$ cat src/rtl/fetch_prefetch_unit_pkg.sv
// Shared defaults and helpers for the fetch/prefetch slice.
package fetch_prefetch_unit_pkg;

    localparam int unsigned WORD_DEF      = 64;
    localparam int unsigned INSTR_LEN_DEF = 32;
    localparam int unsigned DEPTH_DEF     = 4;
    localparam int unsigned PC_STEP_DEF   = 4;

    // Occupancy must represent 0..DEPTH inclusive, hence one bit above the pointer width.
    function automatic int unsigned occ_width(input int unsigned depth);
        return $clog2(depth) + 1;
    endfunction

endpackage

$ cat src/rtl/fetch_prefetch_unit_if.sv
// Redirect, instruction-memory and decode-side signals of the fetch stage.
interface fetch_prefetch_unit_if
    import fetch_prefetch_unit_pkg::*;
#(
    parameter int unsigned WORD      = WORD_DEF,
    parameter int unsigned INSTR_LEN = INSTR_LEN_DEF,
    parameter int unsigned DEPTH     = DEPTH_DEF
);
    localparam int unsigned OCC_W = occ_width(DEPTH);

    logic                 redirect_valid;
    logic [WORD-1:0]      redirect_target;
    logic                 imem_req;
    logic [WORD-1:0]      imem_addr;
    logic [INSTR_LEN-1:0] imem_rdata;
    logic                 out_valid;
    logic                 out_ready;
    logic [INSTR_LEN-1:0] out_instruction;
    logic [WORD-1:0]      out_pc;
    logic [OCC_W-1:0]     occupancy;

    // The fetch unit side.
    modport master (
        input  redirect_valid, redirect_target, imem_rdata, out_ready,
        output imem_req, imem_addr, out_valid, out_instruction, out_pc, occupancy
    );

    // Execute / memory / decode side.
    modport slave (
        output redirect_valid, redirect_target, imem_rdata, out_ready,
        input  imem_req, imem_addr, out_valid, out_instruction, out_pc, occupancy
    );

endinterface

$ cat src/rtl/fetch_prefetch_unit_sync_fifo.sv
// Synchronous FIFO with async reset and synchronous flush; DEPTH must be a power of two.
module fetch_prefetch_unit_sync_fifo #(
    parameter int unsigned WIDTH = 96,
    parameter int unsigned DEPTH = 4
) (
    input  logic                     clk,
    input  logic                     reset,
    input  logic                     flush,
    input  logic                     push,
    input  logic [WIDTH-1:0]         wdata,
    input  logic                     pop,
    output logic [WIDTH-1:0]         rdata,
    output logic                     full,
    output logic                     empty,
    output logic [$clog2(DEPTH):0]   count
);
    localparam int unsigned AW = $clog2(DEPTH);

    logic [WIDTH-1:0] mem [DEPTH];
    logic [AW-1:0]    wr_ptr;
    logic [AW-1:0]    rd_ptr;
    logic             do_push;
    logic             do_pop;

    assign full    = (count == (AW+1)'(DEPTH));
    assign empty   = (count == '0);
    assign do_push = push && !full;
    assign do_pop  = pop && !empty;
    assign rdata   = mem[rd_ptr];

    // Storage needs no reset; it is only read when count says the slot is live.
    always_ff @(posedge clk) begin
        if (do_push) begin
            mem[wr_ptr] <= wdata;
        end
    end

    // Pointers wrap naturally because DEPTH is a power of two.
    always_ff @(posedge clk or posedge reset) begin
        if (reset) begin
            wr_ptr <= '0;
            rd_ptr <= '0;
            count  <= '0;
        end else if (flush) begin
            wr_ptr <= '0;
            rd_ptr <= '0;
            count  <= '0;
        end else begin
            if (do_push) wr_ptr <= wr_ptr + 1'b1;
            if (do_pop)  rd_ptr <= rd_ptr + 1'b1;
            case ({do_push, do_pop})
                2'b10:   count <= count + 1'b1;
                2'b01:   count <= count - 1'b1;
                default: count <= count;
            endcase
        end
    end

endmodule

$ cat src/rtl/fetch_prefetch_unit.sv
// PC generator plus prefetch queue between a 1-cycle instruction memory and decode.
module fetch_prefetch_unit
    import fetch_prefetch_unit_pkg::*;
#(
    parameter int unsigned     WORD      = WORD_DEF,
    parameter int unsigned     INSTR_LEN = INSTR_LEN_DEF,
    parameter int unsigned     DEPTH     = DEPTH_DEF,
    parameter logic [WORD-1:0] RESET_PC  = '0,
    parameter int unsigned     PC_STEP   = PC_STEP_DEF
) (
    input  logic                 clk,
    input  logic                 reset,
    fetch_prefetch_unit_if.master bus
);
    localparam int unsigned OCC_W   = occ_width(DEPTH);
    localparam int unsigned ENTRY_W = WORD + INSTR_LEN;

    logic [WORD-1:0]    pc;
    logic [WORD-1:0]    req_pc;
    logic               inflight;
    logic               issue;
    logic               push;
    logic               pop;
    logic               fifo_full;
    logic               fifo_empty;
    logic [OCC_W-1:0]   count;
    logic [ENTRY_W-1:0] head;

    // An outstanding response already owns a slot; a same-cycle pop is deliberately not
    // credited so the returning data can never find the queue full.
    assign issue = !reset && !bus.redirect_valid && !fifo_full &&
                   (({1'b0, count} + (OCC_W+1)'(inflight)) < (OCC_W+1)'(DEPTH));
    assign push  = inflight && !bus.redirect_valid;
    assign pop   = !fifo_empty && bus.out_ready;

    assign bus.imem_req        = issue;
    assign bus.imem_addr       = pc;
    assign bus.out_valid       = !fifo_empty;
    assign bus.occupancy       = count;
    assign bus.out_pc          = fifo_empty ? '0 : head[ENTRY_W-1:INSTR_LEN];
    assign bus.out_instruction = fifo_empty ? '0 : head[INSTR_LEN-1:0];

    // PC advances per issued fetch; a redirect drops the outstanding request and retargets.
    always_ff @(posedge clk or posedge reset) begin
        if (reset) begin
            pc       <= RESET_PC;
            req_pc   <= '0;
            inflight <= 1'b0;
        end else if (bus.redirect_valid) begin
            pc       <= bus.redirect_target;
            inflight <= 1'b0;
        end else if (issue) begin
            pc       <= pc + WORD'(PC_STEP);
            req_pc   <= pc;
            inflight <= 1'b1;
        end else begin
            inflight <= 1'b0;
        end
    end

    fetch_prefetch_unit_sync_fifo #(
        .WIDTH (ENTRY_W),
        .DEPTH (DEPTH)
    ) u_queue (
        .clk   (clk),
        .reset (reset),
        .flush (bus.redirect_valid),
        .push  (push),
        .wdata ({req_pc, bus.imem_rdata}),
        .pop   (pop),
        .rdata (head),
        .full  (fifo_full),
        .empty (fifo_empty),
        .count (count)
    );

endmodule

$ cat src/flat_wrapper.sv
// flat-port wrapper written by rule: the top's interface ports become plain ports
module fetch_prefetch_unit_flat import fetch_prefetch_unit_pkg::*;
#(
    parameter int unsigned     WORD      = WORD_DEF,
    parameter int unsigned     INSTR_LEN = INSTR_LEN_DEF,
    parameter int unsigned     DEPTH     = DEPTH_DEF,
    parameter logic [WORD-1:0] RESET_PC  = '0,
    parameter int unsigned     PC_STEP   = PC_STEP_DEF
)
  (clk, reset, bus_redirect_valid, bus_redirect_target, bus_imem_rdata, bus_out_ready, bus_imem_req, bus_imem_addr, bus_out_valid, bus_out_instruction, bus_out_pc, bus_occupancy);
  fetch_prefetch_unit_if #(.WORD(WORD), .INSTR_LEN(INSTR_LEN), .DEPTH(DEPTH)) bus_i ();
  input  logic clk;
  input  logic reset;
  input wire logic [$bits(bus_i.redirect_valid)-1:0] bus_redirect_valid;
  input wire logic [$bits(bus_i.redirect_target)-1:0] bus_redirect_target;
  input wire logic [$bits(bus_i.imem_rdata)-1:0] bus_imem_rdata;
  input wire logic [$bits(bus_i.out_ready)-1:0] bus_out_ready;
  output wire logic [$bits(bus_i.imem_req)-1:0] bus_imem_req;
  output wire logic [$bits(bus_i.imem_addr)-1:0] bus_imem_addr;
  output wire logic [$bits(bus_i.out_valid)-1:0] bus_out_valid;
  output wire logic [$bits(bus_i.out_instruction)-1:0] bus_out_instruction;
  output wire logic [$bits(bus_i.out_pc)-1:0] bus_out_pc;
  output wire logic [$bits(bus_i.occupancy)-1:0] bus_occupancy;
  assign bus_i.redirect_valid = bus_redirect_valid;
  assign bus_i.redirect_target = bus_redirect_target;
  assign bus_i.imem_rdata = bus_imem_rdata;
  assign bus_i.out_ready = bus_out_ready;
  assign bus_imem_req = bus_i.imem_req;
  assign bus_imem_addr = bus_i.imem_addr;
  assign bus_out_valid = bus_i.out_valid;
  assign bus_out_instruction = bus_i.out_instruction;
  assign bus_out_pc = bus_i.out_pc;
  assign bus_occupancy = bus_i.occupancy;
  fetch_prefetch_unit #(.WORD(WORD), .INSTR_LEN(INSTR_LEN), .DEPTH(DEPTH), .RESET_PC(RESET_PC), .PC_STEP(PC_STEP)) u_core (.clk(clk), .reset(reset), .bus(bus_i));
endmodule
$ cat config.mk
export PLATFORM = sky130hd
export DESIGN_NAME = fetch_prefetch_unit_flat
export DESIGN_NICKNAME = d
export VERILOG_FILES = /design/src/rtl/fetch_prefetch_unit_pkg.sv /design/src/rtl/fetch_prefetch_unit_if.sv /design/src/rtl/fetch_prefetch_unit_sync_fifo.sv /design/src/rtl/fetch_prefetch_unit.sv /design/src/flat_wrapper.sv
export SDC_FILE = /design/constraint.sdc
export NUM_CORES = 1
export LEC_CHECK = 0
export CAP_MARGIN = 20
export CORE_MARGIN = 5
export CORE_UTILIZATION = 59
export CTS_BUF_LIST = sky130_fd_sc_hd__clkbuf_8 sky130_fd_sc_hd__clkbuf_16
export CTS_CLUSTER_SIZE = 14
export DETAILED_ROUTE_END_ITERATION = 12
export GPL_TIMING_DRIVEN = 0
export PLACE_DENSITY = 0.83
export SLEW_MARGIN = 5
export SYNTH_ARGS = -nofsm -noshare
export SYNTH_HDL_FRONTEND = slang
export SYNTH_SLANG_ARGS = --single-unit
$ cat constraint.sdc
create_clock -name clk -period 11.6 [get_ports clk]
set_input_delay 1.16 -clock clk [delete_from_list [all_inputs] [get_ports clk]]
set_output_delay 1.16 -clock clk [all_outputs]
set_load 0.1 [all_outputs]
==> impl_metrics.yaml <==
synth:
  synthArstFlopShare_pct: 26.15
  synth_common_cells: "384 x edfxtp_1, 265 x nand2_1, 136 x dfrtp_1, 100 x and2_1, 96 x mux4_2"
  syn_inst: 1425
  yosysTopAreaCell: "edfxtp_1"
  yosysMostFrequentCell: "edfxtp_1"
  syn_nets: 1531
  ys_ff_latch: 520
  post_synth_num_cell_types: 64
  syn-cell-area_um2: 21450
  synthTopCellsByArea: "edfxtp_1 54%, dfrtp_1 16%, mux4_2 10%"
  synth-edff-count: 384
  synth_top_area_share_pct: 53.76
  yosysSeqAreaShare_pct: 69.63
  ys.flop_type: "edfxtp_1"
  syn_area_per_cell_um2: 15.05
  yosysWarnings: 0
setup_path:
  ff2ff_setup_slack_ps: 8240
  crit_path_start: "reset"
  cp-endpoint: "bus_imem_req"
  crit_fanout: 10
  required_ps: 10440
  worstPathArrival_ps: 4910
  start_kind: "input port"
  reg2reg_to: "u_core.bus.imem_addr[56]"
  r2r_start: "u_core.u_queue.count[0]"
  reg2reg_depth: 7
  critPathKind: "input port to primary output"
  critPathCaptureType: "primary output"
clocking:
  root_buffer: "clkbuf_16"
  clk_path_buf_depth: 3
  cts_tree: "built"
  cts_setup_buffers: 0
  cts_resized: 0
  numCtsBuffers: 51
  cts.sinks: 520
  hold_buffers: 0
  insertion_delay_ps: 580
  cts.htree.levels: 2
  clkTransAtPathRegs_ps: 60
floorplanning:
  initial_core_util_pct: 60.01
  coreArea_um2: 35740
  placementRows: 69
  design.die.area_um2: 40270
  io_pins: 265
  fp.dieW_um: 200.7
  die-height_um: 200.7
grt:
  grt_pass1_wl_um: 88070
  grt_pass1_vias: 14495
  grt_usage_pct: 28.42
  grt_antenna_before_repair: 0
  overflow: 0
  grt_max_degree: 74
detailed_routing:
  dr.pass1.iters: 9
  wirelength_um: 57670
  routed-wl-met3_um: 6171
  route.detailed.drc: 0
  wl_per_cell_um: 25.58
  drtIter0Drc: 1734
  via_per_inst: 6.298
  wirelength_met1_um: 21470
  dr_wl_met2_um: 27590
  vias: 14196
  highest_layer: "met4"
  ant_nets: 0
finish:
  drive_gt1_share_pct: 12.94
  nFillCells: 2216
  nets: 1856
  regArea_um2: 14930
  multi_input_area_um2: 6152
  num_antenna_cells: 0
  areaGrowthSynthToFinish_pct: 24.02
  utilization_pct: 74.42
power:
  power.density_nw_per_um2: 285.6
  irDropWorstVdd_mv: 0.3569
  power.leakage_nw: 9.558
placed_design:
  post-place-ws_ps: 5643
  globalplace.congestion: 0.9379
  hpwlAfterDp_um: 38880
  io_buffer_count: 263
min_path:
  hold_path.class: "register to register"
sta:
  fin_hold_ws_ps: 502.9
  finalCritPeriodShare_pct: 52.36
  slew_viol_final: 0
  fmax_mhz: 164.6
  setup_viol_count_final: 0
  hold_violations: 0
  worst_pin_slew_ps: 1168
  finClkSkew_ps: 27.69
  setup_tns_ps: 0
  slew_headroom_pct: 21.84
  rsz0062_at_grt: "false"
  period_minus_slack_ps: 6074
  setup_slack_ps: 5526
job:
  drv_cap: 0
run_status:
  status: "finished clean"
==> flip-flops by register name (all words and copies together), names as in the netlist <==
name,count
u_core.bus.imem_addr,64
u_core.inflight,1
u_core.req_pc,64
u_core.u_queue.count,3
u_core.u_queue.mem,384
u_core.u_queue.rd_ptr,2
u_core.u_queue.wr_ptr,2
==> logic make-up (layout without fill, tap and decap cells) <==
| group | count (synthesis) | after routing | synth area share [%] |
|---|---|---|---|
| AO/OA/AOI/OAI | 129 | 129 | 4.212 |
| buffers and inverters | 92 | 460 | 1.733 |
| adder cells (fa/ha/maj) | 6 | 6 | 0.3850 |
| AND/OR/NAND/NOR | 565 | 565 | 13.20 |
| multiplexers | 105 | 105 | 10.51 |
| flip-flops | 520 | 520 | 69.63 |
| XOR/XNOR | 8 | 8 | 0.3266 |
==> where the power goes <==
| part | switching, W | internal (W) | leakage (nW) |
|---|---|---|---|
| logic | 0.00257 | 0.000876 | 3.48 |
| registers | 0.000203 | 0.00228 | 5.18 |
| clock network | 0.000685 | 0.000978 | 0.904 |
| total | 0.00346 | 0.00413 | 9.56 |
==> per-layer routing <==
layer  track usage (%)  vias to the layer above
met5                 0                        -
met4             10.05                        0
met3             7.237                      170
met2             45.39                      916
met1             38.76                     7047
li1                  -                     6063
==> per-stage QoR <==
| stage | area (µm²) | power, W | std cells |
|---|---|---|---|
| after global placement | 24660 | 0.005904 | 2149 |
| after CTS | 26600 | 0.007628 | 2254 |
| after global routing | 26600 | 0.007850 | 2254 |
| after floorplan | 21450 | 0.005055 | 1425 |
| after detailed placement | 24880 | 0.005964 | 2158 |
| final | 26600 | 0.007596 | 2254 |
==> layout by cell type (no fill, tap or decap), types with 16 or more instances in the layout <==
| cell type | count |
|---|---|
| nor3_1 | 20 |
| edfxtp_1 | 384 |
| clkbuf_16 | 53 |
| clkdlybuf4s50_1 | 263 |
| o21ai_0 | 30 |
| inv_1 | 25 |
| nand4_1 | 17 |
| dfrtp_1 | 136 |
| a221o_1 | 16 |
| and2_1 | 96 |
| a21oi_1 | 16 |
| nor2_1 | 33 |
| nand2_1 | 265 |
| buf_2 | 21 |
| clkbuf_1 | 53 |
| mux4_2 | 96 |
| and3_1 | 16 |
| nand3_1 | 44 |
==> worst max-delay path: stages <==
cell and delay, ps:
clkdlybuf4s50_1 630, nor3_1 130, nand2_1 380, buf_2 340
clkbuf_1 750, clkbuf_1 450, inv_1 80, clkdlybuf4s50_1 980
==> worst min-delay path by stage <==
| stage | end | depth (start not counted) | start |
|---|---|---|---|
| final | u_core.u_queue.mem[2][91] | 0 | u_core.req_pc[59] |
| after global routing | u_core.u_queue.mem[2][91] | 0 | u_core.req_pc[59] |
| after CTS | u_core.u_queue.mem[2][91] | 0 | u_core.req_pc[59] |
| after detailed placement | u_core.u_queue.mem[1][91] | 0 | u_core.req_pc[59] |
| after global placement | u_core.u_queue.mem[1][52] | 0 | u_core.req_pc[20] |
| after floorplan | u_core.u_queue.mem[0][32] | 0 | u_core.req_pc[0] |
==> cell type report <==
class                           count  share of cell area, %
Buffer                             81                  1.242
Clock buffer                       59                  5.296
Clock inverter                     37                  1.162
Inverter                           11                 0.1740
Multi-Input combinational cell    813                  23.13
Sequential cell                   520                  56.14
Tap cell                          461                  2.168
Timing Repair Buffer              272                  10.69
No activity file was read; power rests on OpenSTA's default activity.
